**src/rtl/mem_stall_controller.sv**
```systemverilog
// mem_stall_controller: sequences the EX/MEM data-memory access over a req/ack bus and detects load-use hazards
module mem_stall_controller #(
    parameter int TIMEOUT_CYCLES = 64,
    parameter int CNT_WIDTH = 32
) (
    input  logic                 clock,
    input  logic                 reset,
    input  logic                 mem_shouldReadMemory,
    input  logic                 mem_shouldWriteMemory,
    input  logic [31:0]          mem_aluOutput,
    input  logic [31:0]          mem_registerRtOrZero,
    input  logic                 ex_shouldReadMemory,
    input  logic [4:0]           ex_registerWriteAddress,
    input  logic [4:0]           id_rs,
    input  logic [4:0]           id_rt,
    output logic                 dmem_req,
    output logic                 dmem_we,
    output logic [31:0]          dmem_addr,
    output logic [31:0]          dmem_wdata,
    input  logic                 dmem_ack,
    input  logic [31:0]          dmem_rdata,
    output logic [31:0]          mem_readData,
    output logic                 hold_front,
    output logic                 hold_back,
    output logic                 bubble_idex,
    output logic                 bubble_memwb,
    output logic                 bus_error,
    output logic [CNT_WIDTH-1:0] stall_cycles
);
    localparam int TW = (TIMEOUT_CYCLES > 2) ? $clog2(TIMEOUT_CYCLES) : 1;
    typedef enum logic [1:0] {S_IDLE, S_WAIT, S_DONE, S_ERR} stateType;
    stateType state;
    logic [TW-1:0] timer;
    logic acc, memStall, loadUse;

    // memory stall has priority over load-use; controls forced low while reset is held
    always_comb begin
        acc = mem_shouldReadMemory | mem_shouldWriteMemory;
        memStall = (state == S_IDLE && acc) || state == S_WAIT || state == S_ERR;
        loadUse = ex_shouldReadMemory && ex_registerWriteAddress != 5'd0 &&
                  (ex_registerWriteAddress == id_rs || ex_registerWriteAddress == id_rt);
        hold_front = reset && (memStall || loadUse);
        hold_back = reset && memStall;
        bubble_memwb = reset && memStall;
        bubble_idex = reset && !memStall && loadUse;
    end

    // access sequencer: capture request, wait for ack or timeout, release for one cycle
    always_ff @(posedge clock or negedge reset) begin
        if (!reset) begin
            state <= S_IDLE;
            timer <= '0;
            dmem_req <= 1'b0;
            dmem_we <= 1'b0;
            dmem_addr <= '0;
            dmem_wdata <= '0;
            mem_readData <= '0;
            bus_error <= 1'b0;
        end else begin
            case (state)
                S_IDLE: if (acc) begin
                    state <= S_WAIT;
                    timer <= '0;
                    dmem_req <= 1'b1;
                    dmem_we <= mem_shouldWriteMemory;
                    dmem_addr <= mem_aluOutput;
                    dmem_wdata <= mem_registerRtOrZero;
                end
                S_WAIT: if (dmem_ack) begin
                    state <= S_DONE;
                    dmem_req <= 1'b0;
                    mem_readData <= dmem_we ? mem_readData : dmem_rdata;
                end else if (timer == TW'(TIMEOUT_CYCLES - 1)) begin
                    state <= S_ERR;
                    dmem_req <= 1'b0;
                    bus_error <= 1'b1;
                end else begin
                    timer <= timer + TW'(1);
                end
                S_DONE: state <= S_IDLE;
                default: state <= S_ERR;
            endcase
        end
    end

    // saturating count of front-end stall cycles
    always_ff @(posedge clock or negedge reset) begin
        if (!reset) stall_cycles <= '0;
        else if (hold_front && stall_cycles != '1) stall_cycles <= stall_cycles + CNT_WIDTH'(1);
    end
endmodule

```
**config.mk**
```make
export PLATFORM = sky130hd
export DESIGN_NAME = mem_stall_controller
export DESIGN_NICKNAME = d
export VERILOG_FILES = /design/src/rtl/mem_stall_controller.sv
export SDC_FILE = /design/constraint.sdc
export NUM_CORES = 1
export LEC_CHECK = 0
export BUFFER_PORTS_ARGS = -buffer_cell sky130_fd_sc_hd__buf_2
export CELL_PAD_IN_SITES_DETAIL_PLACEMENT = 0
export CELL_PAD_IN_SITES_GLOBAL_PLACEMENT = 1
export CORE_ASPECT_RATIO = 0.9
export CORE_MARGIN = 2
export CORE_UTILIZATION = 40
export CTS_CLUSTER_SIZE = 8
export DETAILED_ROUTE_END_ITERATION = 8
export GPL_ROUTABILITY_DRIVEN = 0
export PLACE_DENSITY_LB_ADDON = 0.1
export SYNTH_ARGS = -nofsm -noshare
export SYNTH_HDL_FRONTEND = slang
export SYNTH_SLANG_ARGS = --single-unit
export TNS_END_PERCENT = 100
```
**constraint.sdc**
```tcl
create_clock -name clock -period 4 [get_ports clock]
set_clock_uncertainty 0.2 [all_clocks]
set_input_delay 1 -clock clock [delete_from_list [all_inputs] [get_ports clock]]
set_output_delay 1 -clock clock [all_outputs]
set_load 0.005 [all_outputs]
```
==> results.md, run 1 <==
Status:
- The run finished with clean final reports.

Timing:
- For the finished layout, the period the worst path requires is roughly 3.5 ns.
- The worst max-slew margin expressed relative to the limit is approximately two fifths.
- Setup repair after global routing left no endpoint under its margin.
- The share of the cycle needed by the critical path after routing is 87.4%.
- The peak clock frequency supported by timing is approximately 290 MHz.
- Setup violations remaining at the end of the flow were counted as 0.
- For the pin with the worst max-slew slack, the measured transition is roughly 0.90 ns.
- The count of pins over their slew limit is 0.
- The aggregate negative setup slack is 0 ns.
- The count of endpoints failing hold in the final timing report is 0.

Setup path:
- The cell type of the slowest stage on the worst timing path is sky130_fd_sc_hd__or3_1.
- For this run, the slowest stage of the critical path takes 0.36 ns.
- The top fanout value on the critical path is 4.
- The type of element launching the critical path is a primary input.
- The critical path goes through buf_2 > or3_1 > o311a_1 > a21oi_1 > buf_4 > inv_1 > buf_2.
- By instance count, the cell type seen most on the critical path is sky130_fd_sc_hd__buf_2.
- By startpoint and endpoint, the worst setup path is classified as primary input to output port.
- The sum of buffers and inverters on the critical path is 4.
- The data arrival time of the worst path is 2.30 ns.
- The category of cells accounting for the largest share of critical-path delay is compound AO/OA/AOI/OAI gates.
- At the worst endpoint, the required time is 2.80 ns.
- STA classifies the critical path endpoint as an output port.

Clock tree:
- TritonCTS built the clock tree.
- CTS built an H-tree with a depth of 4.
- The total CTS buffers is 17.
- The later-pin clock latency in the skew report is just over 0.4 ns.
- The quantity of hold-fixing buffers added after cts is 0.
- The library cell used as clock root buffer is sky130_fd_sc_hd__clkbuf_16.
- Clock-pin slew was measured on the worst setup and hold paths at 0.06 ns.
- The clock net in this run drives a total of 139 sinks.
- The count of buffers added by post-CTS timing repair for setup is 0.
- Counting along the longest clock path gives a buffer depth of 2.
- The count of cells resized by post-cts repair is 0.

Floorplan:
- The initial utilization of the core area, before any placement, comes to 41.2%.
- The initialized floorplan defines a little over 40 standard-cell rows.
- During I/O placement, the number of pins put on the boundary was 252.
- The die outline height is 118 um.
- The placeable core region is between 10,000 and 15,000 um2.
- The area of the die is roughly 16,000 um2.
- The width of the chip is about 130 um.

Placed design:
- In this run, placement finished with an instance count of 863.
- The count of port buffers added during placement is 251.
- The detailed placement HPWL is approximately 10 mm.

Global route:
- Across every metal layer, demand over resource in global routing totals 18.8%.
- The total grt overflow is 0.
- The wire length of the first global-routing pass is between 20 and 25 mm.
- The number of antenna violations at the first check in global routing is 0.
- The via count of the first global-routing pass is around 4,400.
- Entering global routing, the biggest net connects 72 pins.

Detailed routing:
- The number of antenna-violating nets in the routed design is 0.
- Summed over all layers, the routed wires come to ~14 mm.
- The number of vias per cell is around 4.8.
- The first detailed-routing pass took 4 iterations.
- The detailed router finished its first iteration with 136 violations.
- The remaining design rule violation count is 0.
- The post-detailed-route wirelength per cell is 15.8 um.
- The total number of vias is 4,270.

Yosys:
- The number of different library cells used by synthesis comes to 42.
- In this run the cell area of the synthesized design comes to 5820 um2.
- The synthesized flop and latch total is 139.
- The top-area cell type share of the netlist area is 59.8%.
- By count the netlist is led by sky130_fd_sc_hd__dfrtp_1, sky130_fd_sc_hd__mux2_2, sky130_fd_sc_hd__xor2_1.
- In this run, synthesis inferred 0 flip-flops with an integrated enable.
- When the netlist entered floorplanning its net count stood at 546.
- Dividing the synthesized area by the synthesized cell count gives 13.6 um2.
- The sequential-to-total area share from yosys stat is around 60%.
- The Yosys warning count is 0.
- By area the synthesized netlist is led by sky130_fd_sc_hd__dfrtp_1, sky130_fd_sc_hd__mux2_2, sky130_fd_sc_hd__xor2_1.
- sky130_fd_sc_hd__dfrtp_1 takes more of the synthesized area than any other cell.
- For this run, the leading register cell type out of synthesis is sky130_fd_sc_hd__dfrtp_1.
- The synthesized instance count is 427.
- The library cell with the highest instance count after synthesis is sky130_fd_sc_hd__dfrtp_1.
- For this run, asynchronously set or reset flops after synthesis account for 100%.

Cells and area:
- The repair_antennas step left the layout with diodes totalling 0.
- The fraction of layout instances using a drive strength above 1 is a little under three fifths.
- The net count of the finished layout is 808.
- The utilization after layout is 55.8%.
- The final cell count without fillers is between 800 and 900.
- From synthesis to final layout, the design area changed by 35.3%.

Power and ir drop:
- The leakage dissipation is 3.92 nW.
- The ratio of total power to cell area is 709 nW/um2.
- The design draws around 5.6 mW.
- Across the VDD grid, the largest voltage drop is 0.416 mV.

Job:
- The tool flagged a number of max-cap violations equal to 0.

Worst hold path:
- The kind of path behind the tightest hold check is flip-flop to flip-flop.
## cells by family after synthesis
family,count (synthesis),share of synthesized area (%)
AO/OA/AOI/OAI,15,1.81
XOR/XNOR,43,6.47
adder cells (fa/ha/maj),2,0.430
buffers and inverters,20,1.83
flip-flops,139,59.8
multiplexers,99,19.2
AND/OR/NAND/NOR,109,10.5
## sequential cells by signal, indices dropped and copies added, names as in the netlist
name          cells
bus_error         1
timer             6
mem_readData     32
dmem_wdata       32
state             2
dmem_we           1
stall_cycles     32
dmem_req          1
dmem_addr        32
## path summary, 6_finish.rpt
check | from | endpoint | slack (ns) | depth (start not counted)
setup / recovery | ex_registerWriteAddress[0] | hold_front | 0.50 | 7
hold / removal | bus_error | bus_error | 0.25 | 1
setup reg to reg | stall_cycles[0] | stall_cycles[1] | 1.51 | 6
hold reg to reg | bus_error | bus_error | 0.25 | 1
max in group asynchronous | reset | stall_cycles[0] | 1.92 | 3
min in group asynchronous | reset | stall_cycles[6] | 0.42 | 2
## layout make-up
cell class                 instances  area [um2]
clock buffer                      22         484
clock inverter                    10        90.1
fill                            1227        6240
inverter                           6        22.5
multi-input combinational        268        2250
sequential                       139        3480
tap                              193         241
timing repair buffer             257        1310
## through the flow
step | setup slack [ns] | instance area, um2 | hold WS, ns
2_1_floorplan | 0.772 | 5820 | 0.251
3_3_place_gp | 0.504 | 7300 | 0.237
3_5_place_dp | 0.514 | 7300 | 0.241
4_1_cts | 0.505 | 7870 | 0.255
5_1_grt | 0.464 | 7870 | 0.281
6_report | 0.503 | 7870 | 0.248
## power by group
| group | leakage [nW] | switching, mW | internal [mW] |
|---|---|---|---|
| Clock | 0.278 | 0.595 | 0.919 |
| Sequential | 1.70 | 0.309 | 1.97 |
| Combinational | 1.94 | 0.754 | 1.03 |
## worst register-to-register path: cells and delay by family, from the launching register on
family                   cells  cell delay [ns]
AND/OR/NAND/NOR              4             1.20
adder cells (fa/ha/maj)      1             0.23
flip-flops                   1             0.41
multiplexers                 1             0.34
## routing by layer
metal  share of wire [%]  global-route usage [%]  up-vias
li1                    -                       -     2033
met1                  44                    24.2     2048
met2                  45                    28.9      176
met3                 9.5                    7.76       13
met4                 1.4                    6.45        0
met5                   0                       0        -
## cell usage in the layout, fill, tap and decap left out, types with 4 or more instances in the layout
cell type and instances:
sky130_fd_sc_hd__buf_2 250, sky130_fd_sc_hd__buf_4 6, sky130_fd_sc_hd__clkbuf_16 17, sky130_fd_sc_hd__clkbuf_8 4
sky130_fd_sc_hd__clkinv_2 4, sky130_fd_sc_hd__dfrtp_1 139, sky130_fd_sc_hd__inv_1 6, sky130_fd_sc_hd__mux2_2 97
sky130_fd_sc_hd__nand2_1 23, sky130_fd_sc_hd__nand3_1 12, sky130_fd_sc_hd__nand4_1 11, sky130_fd_sc_hd__nor2_1 21
sky130_fd_sc_hd__nor3_1 13, sky130_fd_sc_hd__nor3_2 7, sky130_fd_sc_hd__nor4_1 4, sky130_fd_sc_hd__xnor2_1 14
sky130_fd_sc_hd__xor2_1 29
Power figures use the tool's default switching activity.
==> run 2: changes to the inputs <==
PLACE_DENSITY = 0.95   (was not set)
PLACE_DENSITY_LB_ADDON = not set   (was 0.1)
==> run 2 against run 1 <==
Compared with the run above: first-iteration DRC count grew 38%; worst hold slack improved by 0.0091 ns; routed wire length fell by 5.2%; sequential power hardly changed; cell count shrank 0.22%; non-clock buffer count stayed put; maximum frequency down 0.11%; power rose by 0.60%; critical endpoint unchanged; largest cell class unchanged; largest power group unchanged.
==> results.md, run 2 (synthesis gave the netlist of run 1 again) <==
Clock tree:
- The number of clock sinks seen by CTS was 139 (unchanged).
- The count of cells resized by post-cts repair is 0 (unchanged).
- The depth of the CTS H-tree is 4 (unchanged).
- The library cell used as clock root buffer is sky130_fd_sc_hd__clkbuf_16.
- The count of buffers added by post-CTS timing repair for setup is 0 (unchanged).
- TritonCTS built the clock tree.
- The quantity of hold-fixing buffers added after cts is 0 (unchanged).
- The later-pin clock latency in the skew report is 0.42 ns (about the same).
- The buffer depth of the longest clock path is 2 (unchanged).
- The register clock-pin slew on the reported worst setup and hold paths is 0.05 ns (about the same).
- The total CTS buffers came to 17 (unchanged).

Floorplan:
- The row count is 41 (unchanged).
- The width of the chip is 131 um (unchanged).
- The area of the die is 15,500 um2 (unchanged).
- The placeable core region is 14,100 um2 (unchanged).
- The initial core utilization is 41.2% (unchanged).
- The die outline height is 118 um (unchanged).
- The total I/O pin count is 252 (unchanged).

Power and ir drop:
- The combinational group share of total power is 31.2% (-0.8 points).
- The ratio of total power to cell area is 712 nW/um2 (+0.39%).
- The part of the power in the clock network is 27.8% (+0.6 points).
- The net switching fraction of the power was 28.6% (-1.1 points).
- The cell-internal power is 4.01 mW (+2.2%).
- The worst voltage drop across the vdd grid is 0.432 mV (+3.8%).
- The switching power came to 1.60 mW (-3.2%).
- The proportion of power drawn by flip-flops and latches is 41.1% (+0.2 points).
- The leakage dissipation is 3.93 nW (+0.27%).
- The total power draw is 5.61 mW (+0.60%).

Global route:
- The pin count of the biggest net entering global routing is 74 (+2.8%).
- The total routing resource utilization after global routing came to 17.6% (-1.2 points).
- The number of antenna violations at the first check in global routing is 0 (unchanged).
- The via count of the first global-routing pass came to 4,521 (+2.2%).
- The wire length of the first global-routing pass is 22.0 mm (-5.0%).
- The total grt overflow is 0 (unchanged).

Setup path:
- The worst endpoint required time is 2.80 ns (about the same).
- The data arrival time of the worst path is 2.30 ns (about the same).
- STA classifies the critical path startpoint as a primary input.
- Walking the worst path, the cells encountered are buf_2 > or3_1 > o311a_1 > a21oi_1 > inv_1 > buf_2.
- The most repeated library cell on the critical path is sky130_fd_sc_hd__buf_2.
- The sum of buffers and inverters on the critical path is 3 (-1).
- Broken down by cell family, the worst path's largest delay share belongs to compound AO/OA/AOI/OAI gates.
- The critical path is of the primary input to output port type.
- The critical path's largest stage delay was 0.38 ns (+0.02 ns).
- The top fanout value on the critical path is 3 (-1).
- The worst setup path is captured at an output port.
- The cell type of the slowest stage on the worst timing path is sky130_fd_sc_hd__or3_1.

Cells and area:
- The most common library cell in the layout ignoring fill and taps is sky130_fd_sc_hd__buf_2.
- In the layout the commonest cells are sky130_fd_sc_hd__buf_2, sky130_fd_sc_hd__dfrtp_1, sky130_fd_sc_hd__mux2_2, sky130_fd_sc_hd__xor2_1, sky130_fd_sc_hd__nand2_1.
- The final cell count without fillers was 893 (-0.22%).
- The number of fill cells in the layout came to 1,173 (-4.4%).
- The utilization after layout is 55.9% (+0.12 points).
- The antenna diode count came to 0 (unchanged).
- The area added between synthesis and finish is 35.5%.
- The fraction of layout instances using a drive strength above 1 is 57.0% (-0.12 points).
- The final layout net count is 808 (unchanged).

Placed design:
- The count of port buffers added during placement was 251 (unchanged).
- The cell count after placement is 863 (unchanged).
- The detailed placement HPWL is 9.81 mm (-4.6%).

Detailed routing:
- The remaining design rule violation count was 0 (unchanged).
- The violation count after the first detailed-routing iteration is 187 (+38%).
- The number of antenna-violating nets in the routed design was 0 (unchanged).
- The number of vias per cell is 4.84 (+1.5%).
- The total iterations of the first detailed-routing run is 4 (unchanged).
- The post-detailed-route wirelength per cell is 15.0 um (-5.0%).
- The total wire length was 13.4 mm (-5.2%).
- The total number of vias is 4,326 (+1.3%).

Job:
- The max-capacitance violation count is 0 (unchanged).

Timing:
- The count of endpoints failing hold in the final timing report is 0 (unchanged).
- The final hold slack was 0.257 ns (+0.00906 ns).
- The transition time at the pin with the least slew margin is 0.897 ns (+0.00190 ns).
- Setup repair after global routing left no endpoint under its margin.
- The number of endpoints failing setup at the final stage came to 0 (unchanged).
- The worst max-slew margin expressed relative to the limit is 40.2% (-0.13 points).
- The final critical-path required period is 3.50 ns (+0.00385 ns).
- The count of pins over their slew limit is 0 (unchanged).
- The share of the cycle needed by the critical path after routing is 87.5% (+0.096 points).
- The peak clock frequency supported by timing came to 286 MHz (-0.11%).
- The aggregate negative setup slack is 0 ns (unchanged).

Worst hold path:
- The min-delay analysis places its worst path in the category primary input to async pin.

Status:
- The run finished with clean final reports.
## run 2: cell types whose count changed in the layout (fill, tap and decap cells not counted), sizes merged
cell      delta
clkbuf       +2
bufinv       +1
clkinv       -3
inv          -1
clkinvlp     -1
## run 2: stage by stage
stage	worst slack, ns	cell area [um2]
5_1_grt	0.401	7890
2_1_floorplan	0.772	5820
3_3_place_gp	0.494	7290
3_5_place_dp	0.482	7290
6_report	0.499	7890
4_1_cts	0.472	7890
## run 2: metal layers
| metal | share of wire (%) | GRT usage [%] | up-vias |
|---|---|---|---|
| met5 | 0 | 0 | - |
| met4 | 1.5 | 6.59 | 0 |
| met3 | 8.6 | 6.86 | 16 |
| met2 | 49 | 28.7 | 198 |
| met1 | 41 | 21.2 | 2091 |
| li1 | - | - | 2021 |
## run 2: final timing paths
path	startpoint	endpoint	slack (ns)	cells after the start
setup / recovery	ex_registerWriteAddress[0]	hold_front	0.50	6
hold / removal	reset	timer[5]	0.26	1
setup reg to reg	stall_cycles[0]	stall_cycles[1]	1.57	6
hold reg to reg	bus_error	bus_error	0.27	1
max in group asynchronous	reset	dmem_addr[1]	2.16	2
min in group clock	bus_error	bus_error	0.27	1
## run 2: final cells by class
type	instances	area, um2	area share (%)
clock buffers	24	512	6.49
inverters	6	22.5	0.286
well taps	193	241	3.06
flip-flops and latches	139	3480	44.1
clock inverters	6	85.1	1.08
repair buffers	257	1310	16.6
multi-input cells	268	2240	28.4
## run 2: power groups by stage
stage | clock, mW | sequential [mW] | combinational [mW]
after detailed placement | 0 | 2.32 | 1.78
after floorplan | 0 | 2.33 | 0.933
after global routing | 1.66 | 2.38 | 1.91
final | 1.56 | 2.31 | 1.75
after global placement | 0 | 2.29 | 1.72
after CTS | 1.60 | 2.31 | 1.78
## run 2: worst reg2reg max path: stages, from the launching register on
cell	delay (ns)
sky130_fd_sc_hd__dfrtp_1	0.42
sky130_fd_sc_hd__ha_1	0.22
sky130_fd_sc_hd__nand2_1	0.11
sky130_fd_sc_hd__nor3_2	0.40
sky130_fd_sc_hd__nand4_1	0.28
sky130_fd_sc_hd__nand3_4	0.35
sky130_fd_sc_hd__mux2_4	0.34
==> run 3: changes to the inputs <==
CAP_MARGIN = 0   (was not set)
REMOVE_ABC_BUFFERS = 1   (was not set)
==> run 3 against run 2 <==
Compared with the run above: core utilization did not move; sequential power hardly changed; maximum frequency is 1.3% higher.
==> results.md, run 3 (synthesis gave the netlist of run 1 again) <==
Timing:
- The final hold slack was 0.278 ns (+0.0207 ns).
- The count of endpoints failing hold in the final timing report came to 0 (unchanged).
- Setup repair after global routing left no endpoint under its margin.
- The count of pins over their slew limit is 0 (unchanged).
- The final critical-path required period was 3.46 ns (-0.0443 ns).
- The peak clock frequency supported by timing came to 289 MHz (+1.3%).
- The share of the cycle needed by the critical path after routing is 86.4% (-1.1 points).
- The aggregate negative setup slack is 0 ns (unchanged).
- The number of endpoints failing setup at the final stage came to 0 (unchanged).
- The worst max-slew margin expressed relative to the limit is 37.4% (-2.8 points).
- The transition time at the pin with the least slew margin is 0.939 ns (+0.0418 ns).

Power and ir drop:
- The worst voltage drop across the vdd grid is 0.399 mV (-7.6%).
- The ratio of total power to cell area was 714 nW/um2 (+0.28%).
- The leakage dissipation was 3.93 nW (about the same).

Worst hold path:
- The min-delay analysis places its worst path in the category flip-flop to flip-flop.

Clock tree:
- TritonCTS built the clock tree.
- The buffer depth of the longest clock path came to 2 (unchanged).
- The depth of the CTS H-tree came to 4 (unchanged).
- The quantity of hold-fixing buffers added after cts was 0 (unchanged).
- The library cell used as clock root buffer is sky130_fd_sc_hd__clkbuf_16.
- The register clock-pin slew on the reported worst setup and hold paths is 0.05 ns (about the same).
- The total CTS buffers is 17 (unchanged).
- The number of clock sinks seen by CTS is 139 (unchanged).
- The count of buffers added by post-CTS timing repair for setup is 0 (unchanged).
- The later-pin clock latency in the skew report is 0.41 ns (about the same).
- The count of cells resized by post-cts repair was 0 (unchanged).

Placed design:
- The detailed placement HPWL is 9.92 mm (+1.1%).
- The count of port buffers added during placement is 251 (unchanged).
- The cell area after placement is 7280 um2 (-0.10%).

Global route:
- The wire length of the first global-routing pass is 22.0 mm (+0.22%).
- The via count of the first global-routing pass is 4,473 (-1.1%).
- The pin count of the biggest net entering global routing came to 76 (+2.7%).
- The number of antenna violations at the first check in global routing came to 0 (unchanged).
- The total grt overflow is 0 (unchanged).
- The total routing resource utilization after global routing is 17.5% (-0.11 points).

Setup path:
- Walking the worst path, the cells encountered are buf_2 > or3_1 > o311a_1 > a21oi_1 > inv_1 > buf_2.
- The data arrival time of the worst path is 2.26 ns (-0.04 ns).
- The cell type of the slowest stage on the worst timing path is sky130_fd_sc_hd__or3_1.
- The endpoint kind of the worst setup timing path is an output port.
- The worst endpoint required time is 2.80 ns (about the same).
- The critical path's largest stage delay is 0.36 ns (-0.02 ns).
- The top fanout value on the critical path is 3 (unchanged).
- By startpoint and endpoint, the worst setup path is classified as primary input to output port.
- STA classifies the critical path startpoint as a primary input.
- In this design, the critical path's most frequently occurring cell is sky130_fd_sc_hd__buf_2.

Detailed routing:
- The post-detailed-route wirelength per cell is 15.2 um (+1.6%).
- The total wire length is 13.6 mm (+1.7%).
- The violation count after the first detailed-routing iteration came to 213 (+14%).
- The total iterations of the first detailed-routing run is 4 (unchanged).
- The number of vias per cell came to 4.87 (+0.47%).
- The number of antenna-violating nets in the routed design is 0 (unchanged).
- The remaining design rule violation count is 0 (unchanged).
- The total number of vias is 4,351 (+0.58%).

Cells and area:
- The antenna diode count is 0 (unchanged).
- The total area of sequential cells is 3480 um2 (unchanged).
- The area used by multi-input combinational logic is 2240 um2 (unchanged).
- The area added between synthesis and finish is 35.5% (unchanged).
- The number of fill cells in the layout came to 1,195 (+1.9%).
- The design area is 7890 um2 (unchanged).
- The fraction of layout instances using a drive strength above 1 is 57.2% (+0.20 points).
- The most common library cell in the layout ignoring fill and taps is sky130_fd_sc_hd__buf_2.
- The final layout net count is 807 (-0.12%).
- The top cell types in the final layout, fill and taps aside, are sky130_fd_sc_hd__buf_2, sky130_fd_sc_hd__dfrtp_1, sky130_fd_sc_hd__mux2_2, sky130_fd_sc_hd__xor2_1, sky130_fd_sc_hd__nand2_1.

Floorplan:
- The placeable core region is 14,100 um2 (unchanged).
- The total I/O pin count was 252 (unchanged).
- The initial core utilization was 41.2% (unchanged).
- The die outline height came to 118 um (unchanged).
- The row count came to 41 (unchanged).
- The area of the die is 15,500 um2 (unchanged).
- The width of the chip was 131 um (unchanged).

Job:
- The max-capacitance violation count was 0 (unchanged).

Status:
- The run finished with clean final reports.
[run 3: cell type report]
type / instances / share of cell area [%]
inverter: 6 / 0.286
tap: 193 / 3.06
clock buffer: 20 / 5.92
timing repair buffer: 256 / 16.5
clock inverter: 12 / 1.75
multi-input combinational: 268 / 28.4
sequential: 139 / 44.1
[run 3: routing by layer]
metal | routed length [um] | global-route usage [%] | vias up
met4 | 271 | 6.79 | 0
li1 | - | - | 2024
met2 | 6540 | 29.2 | 196
met5 | 0 | 0 | -
met1 | 5630 | 20.4 | 2105
met3 | 1150 | 6.78 | 26
[run 3: report_power, final]
| part | switching, mW | internal (mW) | total [mW] |
|---|---|---|---|
| sequential | 0.315 | 1.97 | 2.29 |
| combinational | 0.741 | 1.02 | 1.76 |
| clock | 0.600 | 0.974 | 1.57 |
| total | 1.66 | 3.97 | 5.63 |
[run 3: path summary, 6_finish.rpt]
path | from | end | slack, ns | cells after the start
setup / recovery | ex_registerWriteAddress[0] | hold_front | 0.54 | 6
hold / removal | bus_error | bus_error | 0.28 | 1
setup reg to reg | stall_cycles[0] | stall_cycles[1] | 1.50 | 6
hold reg to reg | bus_error | bus_error | 0.28 | 1
max in group asynchronous | reset | mem_readData[24] | 2.35 | 2
min in group asynchronous | reset | stall_cycles[0] | 0.58 | 2
[run 3: worst max-delay path, delay by kind of cell]
| family | cells | cell delay, ns |
|---|---|---|
| compound gates | 2 | 0.57 |
| simple gates | 1 | 0.36 |
| buf+inv | 3 | 0.32 |
[run 3: per-stage QoR]
step                util (%)  cells  worst slack [ns]  power, mW
detailed placement      51.6    862             0.556       4.10
global route            55.9    894             0.480       5.96
finish                  55.9    894             0.544       5.63
floorplan                  -    413            -0.133       3.25
global placement        51.6    862             0.621       4.00
CTS                     55.9    894             0.544       5.70
